[config.mk]
export PLATFORM = sky130hd
export DESIGN_NAME = paced_queue
export DESIGN_NICKNAME = d
export VERILOG_FILES = /design/src/rtl/paced_pkg.sv /design/src/rtl/pulse_sync_edge.sv /design/src/rtl/paced_queue.sv
export SDC_FILE = /design/constraint.sdc
export NUM_CORES = 1
export LEC_CHECK = 0
export CELL_PAD_IN_SITES_DETAIL_PLACEMENT = 0
export CELL_PAD_IN_SITES_GLOBAL_PLACEMENT = 1
export CORE_AREA = 2 2 112 114
export DETAILED_ROUTE_END_ITERATION = 12
export DIE_AREA = 0 0 114 116
export GPL_ROUTABILITY_DRIVEN = 0
export PLACE_DENSITY_LB_ADDON = 0.1
export SETUP_SLACK_MARGIN = 0.05
export SYNTH_ARGS = -nofsm -noshare
export SYNTH_HDL_FRONTEND = slang
export SYNTH_HIERARCHICAL = 1
export SYNTH_SLANG_ARGS = --single-unit
[constraint.sdc]
create_clock -name clk -period 4.62 [get_ports clk]
set_input_delay 0.924 -clock clk [delete_from_list [all_inputs] [get_ports clk]]
set_output_delay 0.924 -clock clk [all_outputs]
set_load 0.05 [all_outputs]
[src/rtl/paced_pkg.sv]
// Shared defaults for the paced queue and its pacing-edge detector.
package paced_pkg;
  localparam int DEFAULT_DATA_W = 8;
  localparam int DEFAULT_DEPTH  = 16;
  localparam int SYNC_STAGES    = 2;
endpackage

[src/rtl/pulse_sync_edge.sv]
// Synchroniser plus rising-edge detector for a slow asynchronous level.
// The edge is only reported after a genuine low has been observed since reset,
// so a level that is already high when reset releases never produces a step.
module pulse_sync_edge
  import paced_pkg::*;
#(
  parameter int STAGES = SYNC_STAGES
) (
  input  logic clk,
  input  logic rst_n,
  input  logic sig_in,
  output logic step
);

  logic [STAGES-1:0] sync;
  logic [STAGES-1:0] fill;
  logic              hist;
  logic              low_seen;
  logic              s_last;

  assign s_last = sync[STAGES-1];
  assign step   = s_last & ~hist & low_seen;

  // Synchroniser chain, history flop and arming of the edge detector.
  // The reset-cleared zeros in the chain are not real samples of sig_in, so
  // fill tracks when the last stage holds a genuine sample before a low
  // there is allowed to arm low_seen.
  always_ff @(posedge clk) begin
    if (!rst_n) begin
      sync     <= '0;
      fill     <= '0;
      hist     <= 1'b0;
      low_seen <= 1'b0;
    end else begin
      sync     <= {sync[STAGES-2:0], sig_in};
      fill     <= {fill[STAGES-2:0], 1'b1};
      hist     <= s_last;
      low_seen <= low_seen | (fill[STAGES-1] & ~s_last);
    end
  end

endmodule

[src/rtl/paced_queue.sv]
// RAM-backed FIFO filled at full clock rate and drained one word per rising
// edge of the slow pacing signal clk_div (sampled as data, never a clock).
module paced_queue
  import paced_pkg::*;
#(
  parameter int DATA_W = DEFAULT_DATA_W,
  parameter int DEPTH  = DEFAULT_DEPTH,
  parameter int ADDR_W = $clog2(DEPTH)
) (
  input  logic              clk,
  input  logic              rst_n,
  input  logic              clk_div,
  input  logic              pace_en,
  input  logic              wr_valid,
  input  logic [DATA_W-1:0] wr_data,
  output logic              wr_ready,
  output logic [DATA_W-1:0] out_data,
  output logic              out_valid,
  output logic [ADDR_W:0]   count,
  output logic              full,
  output logic              empty,
  output logic              step_miss
);

  localparam logic [ADDR_W:0] FULL_CNT = (ADDR_W+1)'(DEPTH);

  logic [DATA_W-1:0] mem [DEPTH];
  logic [ADDR_W-1:0] wr_ptr;
  logic [ADDR_W-1:0] rd_ptr;
  logic              step;
  logic              push;
  logic              pop;

  pulse_sync_edge #(.STAGES(SYNC_STAGES)) u_pace (
    .clk    (clk),
    .rst_n  (rst_n),
    .sig_in (clk_div),
    .step   (step)
  );

  // Flags come from the registered count only, so a same-cycle pop never
  // opens wr_ready and a same-cycle push never enables a pop.
  assign full     = (count == FULL_CNT);
  assign empty    = (count == '0);
  assign wr_ready = ~full;
  assign push     = wr_valid & ~full;
  assign pop      = step & pace_en & ~empty;

  // Storage array; contents are deliberately not reset.
  always_ff @(posedge clk) begin
    if (push) begin
      mem[wr_ptr] <= wr_data;
    end
  end

  // Pointers, occupancy and the paced output register.
  always_ff @(posedge clk) begin
    if (!rst_n) begin
      wr_ptr    <= '0;
      rd_ptr    <= '0;
      count     <= '0;
      out_data  <= '0;
      out_valid <= 1'b0;
      step_miss <= 1'b0;
    end else begin
      out_valid <= pop;
      step_miss <= step & pace_en & empty;
      if (push) begin
        wr_ptr <= wr_ptr + ADDR_W'(1);
      end
      if (pop) begin
        rd_ptr   <= rd_ptr + ADDR_W'(1);
        out_data <= mem[rd_ptr];
      end
      case ({push, pop})
        2'b10:   count <= count + (ADDR_W+1)'(1);
        2'b01:   count <= count - (ADDR_W+1)'(1);
        default: count <= count;
      endcase
    end
  end

endmodule
## Word level (Yosys, flattened, before mapping)

Memories as Yosys holds them, arrays and structs flattened. A register that Yosys moved wholly into a read port is not among the register bits.
Index checks and enable logic that the tools add are counted.

| word-level totals | value |
|---|---|
| bits of input ports | 13 |
| register bits after elaboration | 21 |
| memories | 1 |
| RAM bits | 128 |

| cells by class | value |
|---|---|
| reductions and logical operators | 3 |
| mux-type cells | 4 |
| $add $sub $neg | 4 |
| bitwise logic cells | 12 |
| equal/unequal tests | 3 |

Memory list:

| name | words | width | rd ports | clocked after memory_dff | wr ports | line | source |
|---|---|---|---|---|---|---|---|
| mem | 16 | 8 | 1 | 1 | 1 | paced_queue.sv:27 | `logic [DATA_W-1:0] mem [DEPTH];` |

Operators by type and width:

| cell | count |
|---|---|
| 5-bit case mux with 2 select lines | 1 |
| 4-bit by 1-bit adder with 4-bit output, second input constant | 2 |
| 1-bit AND | 7 |
| 5-bit by 1-bit adder with 5-bit output, second input constant | 1 |
| 5-bit == test, second input constant | 1 |
| 5-bit zero test | 1 |
| 5-bit by 1-bit subtractor with 5-bit output, second input constant | 1 |
| 1-bit NOT | 4 |
| 1-bit 2-to-1 mux | 3 |
| 2-bit by 1-bit == test with 1-bit output, second input constant | 1 |
| 2-bit == test, second input constant | 1 |
| 2-bit nonzero test | 1 |
| 1-bit zero test | 1 |
| 1-bit OR | 1 |

## Longest topological paths before layout

Gate-level depths: netlist of run 1.

| logic depth | value |
|---|---|
| depth in word-level cells | 7 |
| mapped depth | 13 |

## Cells and area by module

Netlist of run 1, hierarchy kept.

By module, submodules not included:

| module | area an instance (um^2) | cells each | seq. area each (um^2) | instances |
|---|---|---|---|---|
| paced_queue | 6172.2 | 408 | 4304.1 | 1 |
| pulse_sync_edge | 166.4 | 14 | 120.1 | 1 |

## Worst setup path before layout of run 1

OpenSTA, ideal clock, no wires.

| path | value |
|---|---|
| kind | input -> register |
| from | input pace_en |
| to | register count[4] |
| buffers on the path | 2 |
| slack | 1.717 ns |
| arrival time | 2.777 ns |
| stages on the path | 11 |
| setup time | 0.126 ns |
| cells stage by stage | nand2_1 a21oi_2 buf_2 ha_1 buf_2 xor2_1 ha_1 a211o_2 a21oi_1 a211o_1 nand4_1 |

| on the way | value |
|---|---|
| cells in the longest elaborated chain, start to end | 4 |
| elaborated cells between the ends (all ways) | 6 |
| classes of those cells | 2 x eq/ne; 1 x mux; 2 x bitwise; 1 x reduce/logical |

Ends and longest elaborated chain:

| item | line | source |
|---|---|---|
| start: declaration | paced_queue.sv:13 | `input logic pace_en,` |
| 1-bit AND (*) (2 in a row) | paced_queue.sv:47 | `assign pop = step & pace_en & ~empty;` |
| named net pop | paced_queue.sv:32 | `logic pop;` |
| 2-bit by 1-bit == test with 1-bit output or 2-bit == test (tied branches) | paced_queue.sv:75 | `case ({push, pop})` |
| 5-bit case mux with 2 select lines or 2-bit nonzero test (tied branches) | -- |  |
| end signal: assignment | paced_queue.sv:76 | `2'b10: count <= count + (ADDR_W+1)'(1);` |
| end signal: assignment | paced_queue.sv:77 | `2'b01: count <= count - (ADDR_W+1)'(1);` |
| end signal: assignment | paced_queue.sv:78 | `default: count <= count;` |
| end: declaration | paced_queue.sv:19 | `output logic [ADDR_W:0] count,` |

The timed path passes the listed nets; every way through them passes the cells marked *.
A chain may end at the register's enable or synchronous reset.

## Worst setup path in the final report of run 1

| path | value |
|---|---|
| from | register count[1] |
| to | output empty |

| on the way | value |
|---|---|
| cells in the longest elaborated chain, start to end | 1 |

Ends and longest elaborated chain:

| item | line | source |
|---|---|---|
| 5-bit zero test | paced_queue.sv:44 | `assign empty = (count == '0);` |
| end: declaration | paced_queue.sv:21 | `output logic empty,` |

Every way passes these cells.

==> impl_metrics.yaml, run 1 <==
run_status:
  status: "completed"
pwr:
  leakagePower_nw: 2.28
  power-per-cell-area_mw_per_mm2: 415
  vdd_drop_max_mv: 0.451
routing:
  drtIter0Drc: 299
  wirelength_um: 12600
  num_vias: 3532
  ant_nets: 0
  route.met3.wl_um: 715
  wire_per_inst_um: 20.8
  top_layer_used: "met5"
  wl_met1_um: 5750
  drt_pass1_iterations: 4
  drc: 0
  routed_via_density: 5.80
  route.met2.wl_um: 6000
grt:
  gr-usage-all-layers_pct: 20.7
  grt_overflow: 0
  antenna_found_initial: 0
  grt_max_degree: 67
  grt_pass1_vias: 3453
  grt_pass1_wl_um: 19500
synthesis:
  synth_edf_count: 128
  async_flop_share_pct: 0
  syn_inst: 422
  syn_nets: 444
  synthDistinctLibCells: 46
  syn_avg_cell_area_um2: 15.0
  synth_top_flop_cell: "edfxtp_1"
  synth_seq_area_share_pct: 69.8
  netlist_area_mm2: 0.00634
  ys_seq_elements: 157
  ys_warn_count: 6
timing:
  clock.fmax_mhz: 298
  post-route-period-util_pct: 72.7
  timing.hold.ws_ps: 434
  maxSlewHeadroom_pct: 21.0
  tightest_slew_ps: 1180
  setup_tns_ps: 0
  final-setup-viol-count: 0
  slew_viol_final: 0
  min_period_ps: 3360
  rsz0062_at_grt: "no"
  final_hold_viol_count: 0
  worst_clock_skew_ps: 17.6
clocking:
  post_cts_resize_count: 0
  cts_max_level: 4
  cts_num_sinks: 157
  cts_max_path_buffers: 2
  cts_tree: "yes"
  cts_inserted_buffers: 17
  clock_latency_ps: 430
  cts-root-buf: "clkbuf_16"
  post_cts_buffers: 0
  ctsHoldBuffers: 0
  cts.clk_slew.worst_paths_ps: 60
finish:
  layout.nets: 471
  postLayoutCoreUtil_pct: 61.1
  antenna_cells: 0
  layout_common_cells: "edfxtp_1, mux2i_1, o22ai_1"
  syn2layout_area_growth_pct: 14.7
  layout-drive-gt1-share_pct: 8.87
  fillerInstances: 931
  register_area_mm2: 0.00443
  multi_input_area_mm2: 0.00173
  final_common_cell: "edfxtp_1"
placement:
  portBuffers: 30
  hpwl_um: 8260
floorplan:
  die_w_um: 114
  die_y_um: 116
  row_count: 40
  dieArea_mm2: 0.0132
  initial_core_util_pct: 53.2
  core_mm2: 0.0119
  io-pin-count: 31
setup_path:
  path_max_fanout: 10
  critPathRequiredTime_ps: 3700
  critPathKind: "flop to output pin"
  end_kind: "output pin"
  critPathLaunchType: "flop"
  cp.arrival_ps: 2440
run:
  cap_viol_max_count: 0
hold_path:
  hp-class: "flop to flop"
## flip-flops by register name, indices dropped and copies added (netlist names)
name             count
wr_ptr               4
u_pace/sync          2
u_pace/hist          1
step_miss            1
out_valid            1
u_pace/low_seen      1
rd_ptr               4
u_pace/fill          2
mem                128
out_data             8
count                5
## critical path: stages (launching register included)
cell	delay, ps
dfxtp_1	420
or4_4	600
nor2_1	160
clkdlybuf4s50_1	820
## cell type report
type,count,area share [%]
clock inverters,8,1.12
well taps,147,2.53
inverters,8,0.413
clock buffers,24,6.78
multi-input cells,232,23.8
flip-flops and latches,157,60.9
repair buffers,33,4.44
## where the power goes
part | switching [mW] | total [mW] | leakage, nW | internal [mW]
registers | 0.0120 | 1.56 | 1.39 | 1.55
logic | 0.0789 | 0.120 | 0.604 | 0.0412
clock network | 0.530 | 1.33 | 0.284 | 0.804
total | 0.621 | 3.02 | 2.28 | 2.40
## cells in the mapped netlist (2+ instances only)
| cell | n | area share (%) |
|---|---|---|
| or3_1 | 3 | 0.30 |
| dfxtp_1 | 29 | 9.2 |
| buf_2 | 9 | 0.71 |
| nand3_1 | 5 | 0.39 |
| nor4_1 | 10 | 0.99 |
| nand3b_1 | 4 | 0.47 |
| xor2_1 | 5 | 0.69 |
| inv_2 | 2 | 0.12 |
| xnor2_1 | 4 | 0.55 |
| nand2b_1 | 4 | 0.39 |
| nor3_1 | 5 | 0.39 |
| a21oi_1 | 12 | 0.95 |
| mux2i_1 | 67 | 11 |
| edfxtp_1 | 128 | 61 |
| buf_4 | 5 | 0.59 |
| and2_1 | 4 | 0.39 |
| nor2_1 | 27 | 1.6 |
| nand4_1 | 2 | 0.20 |
| o22ai_1 | 32 | 3.2 |
| o211ai_1 | 2 | 0.24 |
| a211oi_1 | 2 | 0.24 |
| nor2b_1 | 2 | 0.20 |
| ha_1 | 9 | 1.8 |
| buf_6 | 2 | 0.36 |
| inv_1 | 6 | 0.36 |
| o21ai_0 | 8 | 0.63 |
| clkbuf_1 | 7 | 0.41 |
| or3b_1 | 3 | 0.41 |
| nand2_1 | 7 | 0.41 |
## path summary, 6_finish.rpt
kind | slack [ps] | cells past startpoint | from | to
setup / recovery | 1260 | 3 | count[1] | empty
hold / removal | 430 | 1 | u_pace/sync[0] | u_pace/sync[1]
setup reg to reg | 1940 | 10 | count[1] | count[4]
hold reg to reg | 430 | 1 | u_pace/sync[0] | u_pace/sync[1]
## metal layers
layer / vias to the layer above / GRT usage (%)
li1: 1679 / -
met1: 1744 / 26.9
met2: 90 / 33.0
met3: 17 / 7.06
met4: 2 / 6.18
met5: - / 3.70
## cells by family (layout without fill, tap and decap cells)
kind of cell / after synthesis / after routing / synth area share, %
buffers and inverters: 33 / 73 / 2.84
flip-flops: 157 / 157 / 69.8
adder cells (fa/ha/maj): 9 / 9 / 1.78
multiplexers: 67 / 67 / 10.6
XOR/XNOR: 9 / 9 / 1.24
AO/OA/AOI/OAI: 67 / 67 / 6.85
AND/OR/NAND/NOR: 80 / 80 / 6.91
## metrics by stage
| stage | instance area, um2 | instances | power (mW) | setup slack (ps) |
|---|---|---|---|---|
| floorplan | 6340 | 422 | 1.66 | 1720 |
| global placement | 6700 | 577 | 1.71 | 1190 |
| detailed placement | 6700 | 577 | 1.71 | 1140 |
| CTS | 7270 | 609 | 3.04 | 1230 |
| global route | 7270 | 609 | 3.10 | 1170 |
| finish | 7270 | 609 | 3.02 | 1260 |
Power figures use the tool's default switching activity.
==> run 2, diff against run 1 <==
CORE_AREA = 2 2 116 118   (was 2 2 112 114)
DIE_AREA = 0 0 118 120   (was 0 0 114 116)
clock period = 3.3 ns   (was 4.62 ns; I/O delays follow)
==> run 2 against run 1 <==
  * Sequential share of layout area decreased by 1.7 points
  * Count of clock-buffer cells in the layout decreased by 6
  * Global-route usage shrank 1.1 points
  * Cell count is 8.0% higher
  * Via count increased by 2.2%
==> impl_metrics.yaml, run 2 (synthesis gave the netlist of run 1 again) <==
setup_path:
  slowest_delay_ps: 830
  critPathKind: "flop to output pin"
  end_kind: "output pin"
  cp_slowest_cell: "clkdlybuf4s50_1"
  critPathRequiredTime_ps: 2640
  cp.arrival_ps: 2410
  worst-path-buf-inv: 1
  path_max_fanout: 11
  critPathLaunchType: "flop"
  path_cells: "or4_4 -> nor2_1 -> clkdlybuf4s50_1"
  cp_top_family: "buffers and inverters"
finish:
  reg_top3: "mem x128, out_data x8, count x5"
  largest_reg_flops: 128
  layout.nets: 491
  layout_common_cells: "edfxtp_1, mux2i_1, o22ai_1"
  layout-drive-gt1-share_pct: 13.3
  syn2layout_area_growth_pct: 18.1
  fillerInstances: 1066
  final_common_cell: "edfxtp_1"
  fin_cells: 658
  antenna_cells: 0
  regMostFlops: "mem"
grt:
  grt_pass1_vias: 3533
  grt_max_degree: 35
  grt_pass1_wl_um: 20100
  gr-usage-all-layers_pct: 19.6
  grt_overflow: 0
  antenna_found_initial: 0
timing:
  final-setup-viol-count: 0
  post-route-period-util_pct: 93.0
  setup_tns_ps: 0
  worst_clock_skew_ps: 10.2
  final_hold_viol_count: 0
  fin_ws_ps: 232
  rsz0062_at_grt: "no"
  maxSlewHeadroom_pct: 49.3
  min_period_ps: 3070
  tightest_slew_ps: 758
  slew_viol_final: 0
  clock.fmax_mhz: 326
placement:
  hpwl_um: 8630
  dp_slack_ps: 339
  portBuffers: 30
  dp.cells: 626
routing:
  ant_nets: 0
  drt_pass1_iterations: 5
  routed_via_density: 5.48
  drtIter0Drc: 286
  wire_per_inst_um: 19.6
  drc: 0
  wirelength_um: 12900
  num_vias: 3609
clocking:
  cts_num_sinks: 157
  cts.clk_slew.worst_paths_ps: 60
  cts_max_path_buffers: 2
  cts_inserted_buffers: 17
  post_cts_buffers: 0
  post_cts_resize_count: 0
  cts-root-buf: "clkbuf_16"
  cts_max_level: 4
  clock_latency_ps: 430
  ctsHoldBuffers: 0
  cts_tree: "yes"
floorplan:
  die_y_um: 120
  io-pin-count: 31
  die_w_um: 118
  dieArea_mm2: 0.0142
  core_mm2: 0.0130
  initial_core_util_pct: 48.8
  row_count: 42
pwr:
  power-per-cell-area_mw_per_mm2: 571
  vdd_drop_max_mv: 0.350
  leakagePower_nw: 2.39
run_status:
  status: "completed"
run:
  cap_viol_max_count: 0
hold_path:
  hp-class: "flop to flop"
## run 2: cell count changes in the layout (fill, tap and decap cells not counted), sizes merged
| cell | delta |
|---|---|
| clkinv | +1 |
| inv | +2 |
| bufinv | +1 |
| clkinvlp | +2 |
| buf | +20 |
| clkbuf | -6 |
## run 2: worst register-to-register path, cell delays in order, from the launching register on
cell,delay [ps]
dfxtp_1,390
nor4_4,480
a21oi_2,120
ha_1,220
buf_4,170
ha_1,320
inv_1,70
o32ai_1,340
a211o_1,170
nand4_1,60
## run 2: per-layer routing
layer	global-route usage, %	vias up	part of all wire [%]	wire [um]
li1	-	1726	-	-
met1	26.0	1785	46	5940
met2	31.6	77	48	6240
met3	4.56	21	4.1	531
met4	7.23	0	1.4	184
met5	0	-	0	0
## run 2: final timing paths
| check | from | end | slack (ps) | cells past startpoint |
|---|---|---|---|---|
| min reg2reg | u_pace/sync[0] | u_pace/sync[1] | 430 | 1 |
| max | count[2] | empty | 230 | 3 |
| max reg2reg | count[0] | count[4] | 840 | 9 |
| min | u_pace/sync[0] | u_pace/sync[1] | 430 | 1 |
## run 2: where the power goes
group,total [mW],internal [mW],switching (mW)
logic,0.175,0.0630,0.112
registers,2.18,2.17,0.0149
clock network,1.92,1.13,0.792
## run 2: stage by stage
stage	util [%]	hold slack (ps)	instance area, um2	power, mW
6_report	57.7	431	7490	4.28
5_1_grt	57.7	462	7490	4.41
4_1_cts	57.7	434	7490	4.31
3_5_place_dp	53.1	419	6900	2.40
3_3_place_gp	53.1	410	6900	2.40
2_1_floorplan	-	406	6340	2.32
## run 2: final cells by class
class	count	area [um2]	share of cell area [%]
Tap cell	176	220	2.94
Inverter	8	30.0	0.401
Clock inverter	14	160	2.14
Multi-Input combinational cell	232	1730	23.2
Sequential cell	157	4430	59.1
Clock buffer	18	429	5.73
Timing Repair Buffer	53	485	6.48
